==> src/rtl/core_dbus_axil_bridge_pkg.sv <==
// Shared AXI-Lite constants, FSM state encoding and response helper for the
// core data-bus to AXI4-Lite bridge.
package core_dbus_axil_bridge_pkg;

    localparam logic [1:0] AXI_RESP_OKAY   = 2'b00;
    localparam logic [1:0] AXI_RESP_EXOKAY = 2'b01;
    localparam logic [1:0] AXI_RESP_SLVERR = 2'b10;
    localparam logic [1:0] AXI_RESP_DECERR = 2'b11;

    localparam logic [2:0] AXI_PROT_DEFAULT = 3'b000;

    typedef enum logic [2:0] {
        ST_IDLE    = 3'd0,
        ST_WR      = 3'd1,
        ST_WR_RESP = 3'd2,
        ST_RD_ADDR = 3'd3,
        ST_RD_DATA = 3'd4,
        ST_DONE    = 3'd5
    } bridge_state_t;

    // Any response other than OKAY is reported to the core as an error.
    function automatic logic resp_is_err(input logic [1:0] resp);
        case (resp)
            AXI_RESP_OKAY:                                    return 1'b0;
            AXI_RESP_EXOKAY, AXI_RESP_SLVERR, AXI_RESP_DECERR: return 1'b1;
            default:                                          return 1'b1;
        endcase
    endfunction

endpackage

==> src/rtl/core_dbus_axil_bridge_wr_channel_ctrl.sv <==
// Tracks the independent AW and W handshakes of one write and reports when
// both have completed (including a handshake happening this cycle).
module core_dbus_axil_bridge_wr_channel_ctrl (
    input  logic clk,
    input  logic rst,
    input  logic active,
    input  logic aw_hs,
    input  logic w_hs,
    output logic aw_done,
    output logic w_done,
    output logic both_done
);

    logic aw_q;
    logic w_q;

    // Flags live only while the FSM sits in WR; any other state clears them.
    always_ff @(posedge clk) begin
        if (rst || !active) begin
            aw_q <= 1'b0;
            w_q  <= 1'b0;
        end else begin
            if (aw_hs) aw_q <= 1'b1;
            if (w_hs)  w_q  <= 1'b1;
        end
    end

    assign aw_done   = aw_q;
    assign w_done    = w_q;
    assign both_done = (aw_q || aw_hs) && (w_q || w_hs);

endmodule

==> src/rtl/core_dbus_axil_bridge.sv <==
// Single-outstanding AXI4-Lite master for the core's data-memory port; stalls
// the pipeline until the bus transfer completes, with an optional watchdog.
module core_dbus_axil_bridge
    import core_dbus_axil_bridge_pkg::*;
#(
    parameter int ADDR_WIDTH     = 32,
    parameter int DATA_WIDTH     = 32,
    parameter int TIMEOUT_CYCLES = 0
) (
    input  logic                  clk,
    input  logic                  rst,
    input  logic                  ram_ce_i,
    input  logic                  ram_write_en_i,
    input  logic [31:0]           ram_addr_i,
    input  logic [DATA_WIDTH-1:0] ram_write_data_i,
    input  logic [3:0]            ram_sel_i,
    output logic [DATA_WIDTH-1:0] ram_read_data_o,
    output logic                  stall_req_o,
    output logic                  err_o,
    output logic [2:0]            dbg_state,
    output logic [ADDR_WIDTH-1:0] m_awaddr,
    output logic [2:0]            m_awprot,
    output logic                  m_awvalid,
    input  logic                  m_awready,
    output logic [DATA_WIDTH-1:0] m_wdata,
    output logic [3:0]            m_wstrb,
    output logic                  m_wvalid,
    input  logic                  m_wready,
    input  logic [1:0]            m_bresp,
    input  logic                  m_bvalid,
    output logic                  m_bready,
    output logic [ADDR_WIDTH-1:0] m_araddr,
    output logic [2:0]            m_arprot,
    output logic                  m_arvalid,
    input  logic                  m_arready,
    input  logic [DATA_WIDTH-1:0] m_rdata,
    input  logic [1:0]            m_rresp,
    input  logic                  m_rvalid,
    output logic                  m_rready
);

    // Handshake rule: a transfer happens on a channel in any cycle where its
    // valid and ready are both high; valids are derived only from state and
    // registered flags, never from a ready, and hold with stable payload.

    bridge_state_t         state_q, state_d;
    logic [ADDR_WIDTH-1:0] addr_q;
    logic [DATA_WIDTH-1:0] data_q;
    logic [3:0]            sel_q;
    logic                  err_q;
    logic [31:0]           wd_cnt;
    logic                  busy, timeout;
    logic                  aw_hs, w_hs, b_hs, ar_hs, r_hs;
    logic                  aw_done, w_done, wr_both_done;

    assign busy    = (state_q != ST_IDLE) && (state_q != ST_DONE);
    assign timeout = (TIMEOUT_CYCLES > 0) && busy && (wd_cnt == 32'(TIMEOUT_CYCLES));

    assign aw_hs = m_awvalid && m_awready;
    assign w_hs  = m_wvalid && m_wready;
    assign b_hs  = m_bvalid && m_bready;
    assign ar_hs = m_arvalid && m_arready;
    assign r_hs  = m_rvalid && m_rready;

    core_dbus_axil_bridge_wr_channel_ctrl u_wr_ctrl (
        .clk       (clk),
        .rst       (rst),
        .active    (state_q == ST_WR),
        .aw_hs     (aw_hs),
        .w_hs      (w_hs),
        .aw_done   (aw_done),
        .w_done    (w_done),
        .both_done (wr_both_done)
    );

    always_ff @(posedge clk) begin
        if (rst) state_q <= ST_IDLE;
        else     state_q <= state_d;
    end

    always_comb begin
        state_d = state_q;
        case (state_q)
            ST_IDLE: begin
                if (ram_ce_i) begin
                    if (!ram_write_en_i)      state_d = ST_RD_ADDR;
                    else if (ram_sel_i != 0)  state_d = ST_WR;
                    else                      state_d = ST_DONE;
                end
            end
            ST_WR:      if (timeout) state_d = ST_DONE; else if (wr_both_done) state_d = ST_WR_RESP;
            ST_WR_RESP: if (timeout || b_hs) state_d = ST_DONE;
            ST_RD_ADDR: if (timeout) state_d = ST_DONE; else if (ar_hs) state_d = ST_RD_DATA;
            ST_RD_DATA: if (timeout || r_hs) state_d = ST_DONE;
            ST_DONE:    state_d = ST_IDLE;
            default:    state_d = ST_IDLE;
        endcase
    end

    always_comb begin
        m_awvalid   = (state_q == ST_WR) && !aw_done && !timeout;
        m_wvalid    = (state_q == ST_WR) && !w_done && !timeout;
        m_bready    = (state_q == ST_WR_RESP) && !timeout;
        m_arvalid   = (state_q == ST_RD_ADDR) && !timeout;
        m_rready    = (state_q == ST_RD_DATA) && !timeout;
        stall_req_o = ram_ce_i && (state_q != ST_DONE);
        err_o       = (state_q == ST_DONE) && err_q;
    end

    always_ff @(posedge clk) begin
        if (rst) begin
            addr_q          <= '0;
            data_q          <= '0;
            sel_q           <= '0;
            err_q           <= 1'b0;
            wd_cnt          <= '0;
            ram_read_data_o <= '0;
        end else begin
            if (state_q == ST_IDLE) begin
                wd_cnt <= '0;
                if (ram_ce_i) begin
                    addr_q <= ram_addr_i[ADDR_WIDTH-1:0];
                    data_q <= ram_write_data_i;
                    sel_q  <= ram_sel_i;
                end
            end else if (busy) begin
                wd_cnt <= wd_cnt + 32'd1;
            end

            if (timeout)                 err_q <= 1'b1;
            else if (b_hs)               err_q <= resp_is_err(m_bresp);
            else if (r_hs)               err_q <= resp_is_err(m_rresp);
            else if (state_q == ST_IDLE) err_q <= 1'b0;

            // Read data is taken even on an error response; a timed-out load returns 0.
            if (r_hs)
                ram_read_data_o <= m_rdata;
            else if (timeout && (state_q == ST_RD_ADDR || state_q == ST_RD_DATA))
                ram_read_data_o <= '0;
        end
    end

    assign m_awaddr  = addr_q;
    assign m_wdata   = data_q;
    assign m_wstrb   = sel_q;
    assign m_araddr  = {addr_q[ADDR_WIDTH-1:2], 2'b00};
    assign m_awprot  = AXI_PROT_DEFAULT;
    assign m_arprot  = AXI_PROT_DEFAULT;
    assign dbg_state = state_q;

endmodule

==> config.mk <==
export PLATFORM = sky130hd
export DESIGN_NAME = core_dbus_axil_bridge
export DESIGN_NICKNAME = d
export VERILOG_FILES = /design/src/rtl/core_dbus_axil_bridge_pkg.sv /design/src/rtl/core_dbus_axil_bridge_wr_channel_ctrl.sv /design/src/rtl/core_dbus_axil_bridge.sv
export SDC_FILE = /design/constraint.sdc
export NUM_CORES = 1
export LEC_CHECK = 0
export BUFFER_PORTS_ARGS = -buffer_cell sky130_fd_sc_hd__buf_2
export CAP_MARGIN = 10
export CORE_UTILIZATION = 35
export DETAILED_ROUTE_END_ITERATION = 8
export GPL_TIMING_DRIVEN = 0
export PLACE_DENSITY = 0.71
export SETUP_SLACK_MARGIN = 0.15
export SLEW_MARGIN = 20
export SYNTH_ARGS = -nofsm -noshare
export SYNTH_HDL_FRONTEND = slang
export SYNTH_SLANG_ARGS = --single-unit
export TNS_END_PERCENT = 1
==> constraint.sdc <==
create_clock -name clk -period 1.4 [get_ports clk]
set_input_delay 0.07 -clock clk [delete_from_list [all_inputs] [get_ports clk]]
set_output_delay 0.07 -clock clk [all_outputs]
set_load 0.03 [all_outputs]
==> results of run 1 <==
-- worst paths after layout --
| check | slack, ns | cells after the start | end | from |
|---|---|---|---|---|
| worst max-delay path | -0.02 | 6 | ram_read_data_o[8] | dbg_state[0] |
| worst min register to register | 0.45 | 2 | ram_read_data_o[28] | ram_read_data_o[28] |
| worst max register to register | -0.02 | 6 | ram_read_data_o[8] | dbg_state[0] |
| worst min-delay path | 0.06 | 3 | err_q | m_bresp[1] |
-- kinds of logic (layout without fill, tap and decap cells) --
| group | after synthesis | after routing |
|---|---|---|
| AO/OA/AOI/OAI | 111 | 111 |
| buffers and inverters | 77 | 458 |
| flip-flops | 106 | 106 |
| multiplexers | 2 | 2 |
| other | 1 | 9 |
| AND/OR/NAND/NOR | 233 | 233 |
-- layout by cell type (no fill, tap or decap), types with 5 or more instances in the layout --
cell,count
buf_6,21
nand2_2,17
buf_2,244
dfxtp_1,103
nor2_1,6
a21oi_2,17
buf_4,54
nand2_1,181
a21oi_1,86
nand2_4,5
buf_8,7
clkbuf_16,9
clkbuf_1,12
conb_1,8
dlygate4sd3_1,102
-- report_power, final --
group	switching [mW]	total (mW)	internal, mW
registers	0.326	3.85	3.52
clock network	1.11	2.49	1.38
logic	3.35	5.59	2.24
total	4.79	11.9	7.14
-- layout make-up --
class / instances / area (um^2) / share of cell area
Timing Repair Buffer: 368 / 2460 / 0.331
Sequential cell: 106 / 2130 / 0.286
Multi-Input combinational cell: 354 / 1780 / 0.239
Buffer: 74 / 606 / 0.0813
Clock buffer: 10 / 229 / 0.0307
Tap cell: 143 / 179 / 0.0240
Clock inverter: 4 / 53.8 / 0.00722
Inverter: 2 / 7.51 / 0.00101
Antenna cell: 1 / 2.50 / 0.000336
-- critical path, delay by kind of cell, from the launching register on --
kind            cells  cell delay (ns)
compound gates      1             0.17
simple gates        2             0.37
flops               1             0.32
buf+inv             3             0.48
-- registers in the layout (all words and copies together), names as in the netlist --
name               count
dbg_state              3
err_q                  1
m_wdata               32
m_wstrb                4
ram_read_data_o       32
u_wr_ctrl.w_done       1
u_wr_ctrl.aw_done      1
m_awaddr              32
-- routing by layer --
layer | share of wire | vias up | track usage
met3 | 0.054 | 31 | 0.0465
met1 | 0.40 | 2239 | 0.271
met2 | 0.52 | 201 | 0.416
met4 | 0.026 | 0 | 0.0932
li1 | - | 2428 | -
met5 | 0 | - | 0
-- timing repair --
| action | in CTS | in global routing |
|---|---|---|
| buffers inserted | 9 | 3 |
| gates cloned | 2 | 1 |
| hold buffers | 102 | 0 |
| endpoints found under the hold margin | 102 | 0 |
| endpoints found under the setup margin | 109 | 111 |
| resized for setup | 64 | 54 |
| pin swaps | 42 | 19 |
==> run_results.csv, run 1 <==
group,metric,value,unit
finish,fin_util,0.647,
clocking,cts_max_level,3,
sta,hold_viol,0,
logic_synthesis,synthFlopType,"dfxtp_1",
placed_design,place_area,5650,um^2
placed_design,gp_congestion,0.803,
clocking,clk_path_buf_depth,2,
sta,fin_skew,0.00915,ns
global_routing,grt_pass1_wl,23000,um
finish,drive_gt1_frac,0.432,
finish,stdcell_area,7450,um^2
sta,post-route-period-util,1.01,
route,avgViaCountPerCell,4.61,
sta,setup_viol,5,
logic_synthesis,yosysSeqAreaShare,0.510,
critical_path,cp_common_cell,"buf_6",
placed_design,place_inst,931,
logic_synthesis,synth_top_area_frac,0.510,
global_routing,grt_pass1_vias,4690,
floorplan,start_util,0.361,
logic_synthesis,synth_cell_type_count,29,
run,cap_violations,0,
placed_design,io_buffers,251,
route,wl,14800,um
logic_synthesis,avgSynthCellArea,7.84,um^2
route,dr.first_iter.drc_count,330,
critical_path,slowest_stage,"dfxtp_2",
critical_path,end_kind,"flop",
hold_path,min-delay-path-class,"input pin to flop",
finish,instances_no_fill,1062,
floorplan,num_io_pins,261,
pwr,powerDensity,1600,nW/um^2
sta,slew_violations,0,
logic_synthesis,synth_top_family_by_area,"simple AND/OR/NAND/NOR gates",
pwr,p_leak,3.55,nW
floorplan,core,11500,um^2
logic_synthesis,syn_area,4160,um^2
finish,nets,1028,
critical_path,cp_data_arrival_time,1.68,ns
placed_design,dp_hpwl,9240,um
logic_synthesis,muxShareOfSynthArea,0.00481,
sta,hold_ws,0.0565,ns
clocking,cts_tree,"done",
clocking,cts_root_buf,"clkbuf_16",
sta,maxSlewHeadroom,0.623,
global_routing,grt_usage,0.233,
clocking,numCtsBuffers,9,
clocking,cts.sinks,106,
logic_synthesis,yosys-top-cells-count,"nand2_1, dfxtp_1, a21oi_1",
clocking,worstSkewPairLatency,0.34,ns
global_routing,overflow,0,
logic_synthesis,synth_edf_count,0,
global_routing,antenna_found_initial,1,
logic_synthesis,synthSimpleGateAreaFrac,0.230,
sta,fin_crit,1.42,ns
floorplan,die_h,111,um
logic_synthesis,ys_top_cells_by_area,"dfxtp_1, nand2_1, a21oi_1, buf_4, buf_2",
sta,final.setup.tns,-0.0635,ns
pwr,power.total,11.9,mW
route,ant_nets,0,
logic_synthesis,synth.most_common_cell,"nand2_1",
sta,fin_ws,-0.0199,ns
finish,area_delta_synth_final,79.2,%
sta,fmax,704,MHz
route,wl_per_cell,14.0,um
floorplan,row_count,39,
route,vias,4899,
critical_path,critPathKind,"flop to flop",
status,outcome,"finished, violations left",
global_routing,grt_max_degree,17,
finish,fill_cells,932,
route,dr.pass1.iters,7,
critical_path,crit_path_start_kind,"flop",
floorplan,fp.dieW,111,um
logic_synthesis,synth-seq-cells,106,
critical_path,cp_cell_sequence,"buf_6 > nor4bb_2 > buf_4 > buf_6 > nand2_1 > a21oi_1",
critical_path,worst_path_largest_cell_delay,0.32,ns
logic_synthesis,async_flop_share,0,
floorplan,die-area,12300,um^2
logic_synthesis,synth_compound_area_frac,0.137,
logic_synthesis,yosys.area.top_type,"dfxtp_1",
route,drc,34,
critical_path,crit_required,1.66,ns
status,violations,"design-rule violations, negative setup slack",
logic_synthesis,synth_xor_area_frac,0,
logic_synthesis,synth_warnings,0,
sta,rsz0062_at_grt,"true",
placed_design,dp_slack,-0.293,ns
logic_synthesis,syn_inst,530,
sta,worstMarginPinSlew,0.565,ns
pwr,peakVddDrop,977,uV
logic_synthesis,synth_adder_area_share,0,
clocking,clk_pin_slew,0.07,ns
critical_path,critical_path.max_fanout,10,
(Power assumes the default switching activity.)
==> run 2: changes to the inputs <==
--- a/config.mk
+++ b/config.mk
@@ -5,6 +5,7 @@
 export SDC_FILE = /design/constraint.sdc
 export NUM_CORES = 1
 export LEC_CHECK = 0
+export ABC_AREA = 1
 export BUFFER_PORTS_ARGS = -buffer_cell sky130_fd_sc_hd__buf_2
 export CAP_MARGIN = 10
 export CORE_UTILIZATION = 35
==> run_results.csv, run 2 <==
group,metric,value,unit
floorplan,die_h,113,um
critical_path,worst_path_largest_cell_delay,0.33,ns
route,dr.pass1.iters,4,
critical_path,path_depth,7,
pwr,powerDensity,1870,nW/um^2
logic_synthesis,ys_top_cells_by_area,"dfxtp_1, o21ai_0, a21oi_1, inv_1, nor2_1",
finish,final_common_cell,"buf_2",
route,dr.first_iter.drc_count,194,
finish,area_delta_synth_final,65.0,%
hold_path,min-delay-path-class,"input pin to flop",
route,vias,4751,
logic_synthesis,avgSynthCellArea,7.87,um^2
pwr,p_leak,3.53,nW
critical_path,reg2reg_depth,6,
sta,fin_skew,0.00892,ns
logic_synthesis,yosys.area.top_type,"dfxtp_1",
sta,rsz0062_at_grt,"true",
route,met2_length,7040,um
critical_path,critical_path.max_fanout,8,
logic_synthesis,synth_warnings,0,
logic_synthesis,async_flop_share,0,
logic_synthesis,synth-seq-cells,106,
hold_path,holdPathStages,3,
sta,final.setup.tns,-0.0803,ns
critical_path,crit_path_start_kind,"flop",
floorplan,start_util,0.361,
run,cap_violations,0,
critical_path,rrSetupSlack,-0.01,ns
critical_path,cp_cell_sequence,"buf_6 > nor2_4 > inv_2 > nor2_4 > inv_2 > nor2_4 > buf_6",
route,top_layer,"met4",
pwr,power.total,13.4,mW
sta,post-route-period-util,1.03,
global_routing,grt_pass1_vias,4649,
critical_path,end_kind,"primary output",
placed_design,place_area,5840,um^2
logic_synthesis,syn_inst,550,
logic_synthesis,synth_cell_type_count,26,
route,met1Wirelength,5390,um
clocking,clk_path_buf_depth,2,
critical_path,crit_required,1.33,ns
critical_path,cp.buffers_inverters,4,
pwr,peakVddDrop,928,uV
route,ant_nets,0,
route,drc,0,
logic_synthesis,synth_top_area_frac,0.490,
status,outcome,"finished, violations left",
logic_synthesis,yosysSeqAreaShare,0.490,
finish,diodes,0,
logic_synthesis,synthFlopType,"dfxtp_1",
finish,stdcell_area,7150,um^2
floorplan,die-area,12800,um^2
placed_design,dp_slack,-0.173,ns
route,met3_wirelength,1080,um
critical_path,path_delay_family,"buffers and inverters",
sta,hold_ws,-0.00260,ns
floorplan,fp.dieW,113,um
floorplan,core,12000,um^2
clocking,worstSkewPairLatency,0.35,ns
sta,setup_viol,3,
clocking,clk_pin_slew,0.07,ns
critical_path,slowest_stage,"dfxtp_2",
global_routing,grt_max_degree,18,
floorplan,row_count,40,
floorplan,num_io_pins,261,
clocking,cts_root_buf,"clkbuf_16",
sta,fin_crit,1.44,ns
route,avgViaCountPerCell,4.56,
sta,hold_viol,1,
critical_path,cp_data_arrival_time,1.37,ns
status,violations,"negative hold slack, negative setup slack",
route,wl_per_cell,13.3,um
route,wl,13900,um
logic_synthesis,synth_edf_count,0,
finish,drive_gt1_frac,0.438,
logic_synthesis,syn_area,4330,um^2
clocking,cts.sinks,106,
finish,nets,1004,
global_routing,grt_pass1_wl,21700,um
placed_design,io_buffers,252,
global_routing,grt_usage,0.215,
finish,layout_common_cells,"buf_2, dfxtp_1, o21ai_0",
placed_design,dp_hpwl,9260,um
clocking,cts_tree,"done",
critical_path,critPathKind,"flop to primary output",
sta,fmax,696,MHz
sta,slew_violations,0,
global_routing,antenna_found_initial,0,
critical_path,cp_common_cell,"nor2_4",
global_routing,overflow,0,
logic_synthesis,yosys-top-cells-count,"dfxtp_1, o21ai_0, inv_1",
sta,fin_ws,-0.0372,ns
clocking,cts_max_level,3,
placed_design,gp_congestion,0.812,
clocking,numCtsBuffers,9,
logic_synthesis,synth.most_common_cell,"dfxtp_1",
[run 2: cell count changes after synthesis, moves of 10 or more]
cell | previous run | this run
nand2_1 | 203 | 14
o21ai_0 | 3 | 94
inv_1 | 2 | 81
nor2_1 | 10 | 79
a21oi_1 | 103 | 71
buf_6 | 0 | 11
buf_2 | 16 | 6
[run 2: worst reg2reg max path: stages (launching register included)]
cell and delay, ns:
dfxtp_2 0.33, buf_8 0.13, nor2_4 0.15, nand3_4 0.19, buf_2 0.23, o21ai_0 0.21
a21oi_1 0.06
[run 2: power breakdown]
part	total (mW)	switching [mW]	internal, mW
clock	2.39	1.14	1.26
combinational	6.68	4.32	2.36
sequential	4.33	0.504	3.82
total	13.4	5.96	7.44
[run 2: cell families after synthesis]
group / share of synthesized area
AOI/OAI and AO/OA: 0.203
buffers and inverters: 0.189
DFF: 0.490
other: 0.000866
and+or+nand+nor: 0.118
[run 2: final cells by class]
cell class	count	area [um^2]
buffer	71	561
clock buffer	10	239
clock inverter	6	40.0
fill	1034	4860
inverter	83	320
multi-input combinational	297	1680
sequential	106	2130
tap	147	184
timing repair buffer	323	2000
[run 2: final timing paths]
| kind | startpoint | endpoint |
|---|---|---|
| setup / recovery | dbg_state[2] | m_awvalid |
| hold / removal | ram_addr_i[22] | m_awaddr[22] |
| setup reg to reg | dbg_state[0] | m_wdata[0] |
| hold reg to reg | m_wdata[30] | m_wdata[30] |
[run 2: timing repair]
item | CTS | global route
gates resized for setup | 93 | 10
setup endpoints to repair | 109 | 111
setup buffers | 5 | 0
pin swaps | 56 | 20
hold buffers | 66 | 0
hold endpoints to repair | 66 | 0
[run 2: metal layers]
metal,vias to the layer above,global-route usage
li1,2381,-
met5,-,0
met2,185,0.391
met1,2157,0.221
met3,28,0.0771
met4,0,0.0921
[run 2: per-stage QoR]
step | util | std cells
after global placement | 0.486 | 956
after detailed placement | 0.486 | 956
final | 0.595 | 1043
after floorplan | - | 557
after CTS | 0.593 | 1043
after global routing | 0.595 | 1043
==> run 3: changes to the inputs <==
--- a/config.mk
+++ b/config.mk
@@ -8,10 +8,10 @@
 export ABC_AREA = 1
 export BUFFER_PORTS_ARGS = -buffer_cell sky130_fd_sc_hd__buf_2
 export CAP_MARGIN = 10
-export CORE_UTILIZATION = 35
+export CORE_UTILIZATION = 39
 export DETAILED_ROUTE_END_ITERATION = 8
 export GPL_TIMING_DRIVEN = 0
-export PLACE_DENSITY = 0.71
+export PLACE_DENSITY = 0.77
 export SETUP_SLACK_MARGIN = 0.15
 export SLEW_MARGIN = 20
 export SYNTH_ARGS = -nofsm -noshare
==> run_results.csv, run 3 (synthesis results as in run 2) <==
group,metric,value,unit
status,outcome,"finished, violations left",
status,violations,"negative setup slack",
critical_path,cp_data_arrival_time,1.36,ns
critical_path,critPathKind,"flop to primary output",
placed_design,io_buffers,252,
route,dr.first_iter.drc_count,227,
hold_path,min-delay-path-class,"input pin to flop",
global_routing,grt_usage,0.250,
pwr,peakVddDrop,1060,uV
run,cap_violations,0,
sta,hold_ws,0.00855,ns
route,met3_wirelength,1190,um
critical_path,end_kind,"primary output",
route,drc,0,
placed_design,gp_congestion,0.831,
floorplan,die_h,107,um
clocking,worstSkewPairLatency,0.37,ns
route,wl_per_cell,13.8,um
route,vias,4894,
sta,fin_crit,1.43,ns
placed_design,dp_hpwl,9040,um
finish,drive_gt1_frac,0.394,
route,met1Wirelength,5940,um
pwr,powerDensity,1810,nW/um^2
route,wl,14900,um
finish,stdcell_area,7260,um^2
sta,post-route-period-util,1.02,
floorplan,start_util,0.399,
sta,fin_skew,0.0151,ns
floorplan,row_count,38,
sta,setup_viol,2,
sta,hold_viol,0,
clocking,cts_max_level,3,
route,ant_nets,0,
clocking,cts_root_buf,"clkbuf_8",
finish,nets,1044,
finish,area_delta_synth_final,67.7,%
floorplan,die-area,11500,um^2
critical_path,crit_required,1.33,ns
route,dr.pass1.iters,4,
finish,layout_common_cells,"buf_2, dfxtp_1, dlygate4sd3_1",
sta,worstMarginPinSlew,0.556,ns
finish,final_common_cell,"buf_2",
placed_design,place_area,5830,um^2
sta,fin_ws,-0.0257,ns
clocking,clk_path_buf_depth,2,
clocking,numCtsBuffers,9,
finish,diodes,0,
route,top_layer,"met4",
sta,rsz0062_at_grt,"true",
floorplan,core,10800,um^2
floorplan,num_io_pins,261,
route,avgViaCountPerCell,4.55,
route,met2_length,7390,um
global_routing,antenna_found_initial,0,
pwr,p_leak,3.69,nW
global_routing,grt_pass1_vias,4791,
floorplan,fp.dieW,107,um
sta,slew_violations,0,
placed_design,dp_slack,-0.221,ns
clocking,cts.sinks,106,
clocking,cts_tree,"done",
global_routing,grt_max_degree,18,
sta,fmax,701,MHz
sta,maxSlewHeadroom,0.629,
critical_path,crit_path_start_kind,"flop",
global_routing,grt_pass1_wl,22400,um
critical_path,critical_path.max_fanout,5,
clocking,clk_pin_slew,0.09,ns
global_routing,overflow,0,
run 3: cell types whose count changed in the layout (fill, tap and decap cells not counted), moves of 23 or more:
| cell | before | now |
|---|---|---|
| nor2_4 | 32 | 8 |
| dlygate4sd3_1 | 66 | 99 |
| nor2_1 | 43 | 70 |
| o21ai_1 | 15 | 38 |
| o21ai_0 | 88 | 65 |
run 3: area by class of cell:
cell class,instances,area (um^2)
Multi-Input combinational cell,298,1500
Fill cell,845,3580
Tap cell,140,175
Inverter,83,319
Clock buffer,11,131
Timing Repair Buffer,362,2400
Clock inverter,5,60.1
Sequential cell,106,2130
Buffer,71,551
run 3: layer usage:
metal  global-route usage  vias to the layer above
li1                     -                     2463
met1                0.275                     2179
met2                0.448                      223
met3               0.0769                       29
met4               0.0969                        0
met5                    0                        -
run 3: what timing repair did:
action                                  4_1_cts  5_1_grt
hold buffers                                 99        0
endpoints found under the setup margin      110      111
gates resized for setup                      47       38
hold endpoints to repair                     97        0
pin swaps                                    16       22
gates cloned                                  3        0
setup buffers                                 8        1
run 3: power breakdown:
| part | switching [mW] | total, mW | internal, mW | leakage (nW) |
|---|---|---|---|---|
| Sequential | 0.513 | 4.33 | 3.82 | 0.871 |
| Clock | 1.07 | 1.91 | 0.840 | 0.0943 |
| Combinational | 4.42 | 6.92 | 2.50 | 2.73 |
| Total | 6.00 | 13.2 | 7.16 | 3.69 |
run 3: worst paths after layout:
path | from | end | slack, ns | cells past startpoint
min reg2reg | m_wdata[23] | m_wdata[23] | 0.45 | 2
max | dbg_state[2] | m_awvalid | -0.03 | 7
min | ram_sel_i[1] | m_wstrb[1] | 0.009 | 3
max reg2reg | dbg_state[0] | m_awaddr[12] | 0.01 | 7
run 3: through the flow:
step | cells | setup TNS (ns) | util | power [mW]
floorplan | 557 | 0 | - | 8.68
global placement | 949 | -3.22 | 0.538 | 10.3
detailed placement | 949 | -4.54 | 0.538 | 10.4
CTS | 1075 | -1.81 | 0.664 | 12.9
global route | 1076 | -2.57 | 0.670 | 13.9
finish | 1076 | -0.0456 | 0.670 | 13.2
run 3: critical path, cell delays in order (launching register included):
cell,delay (ns)
dfxtp_2,0.34
buf_6,0.13
nor2_4,0.09
inv_2,0.05
nor2_4,0.11
inv_4,0.06
nor2_4,0.08
buf_6,0.13
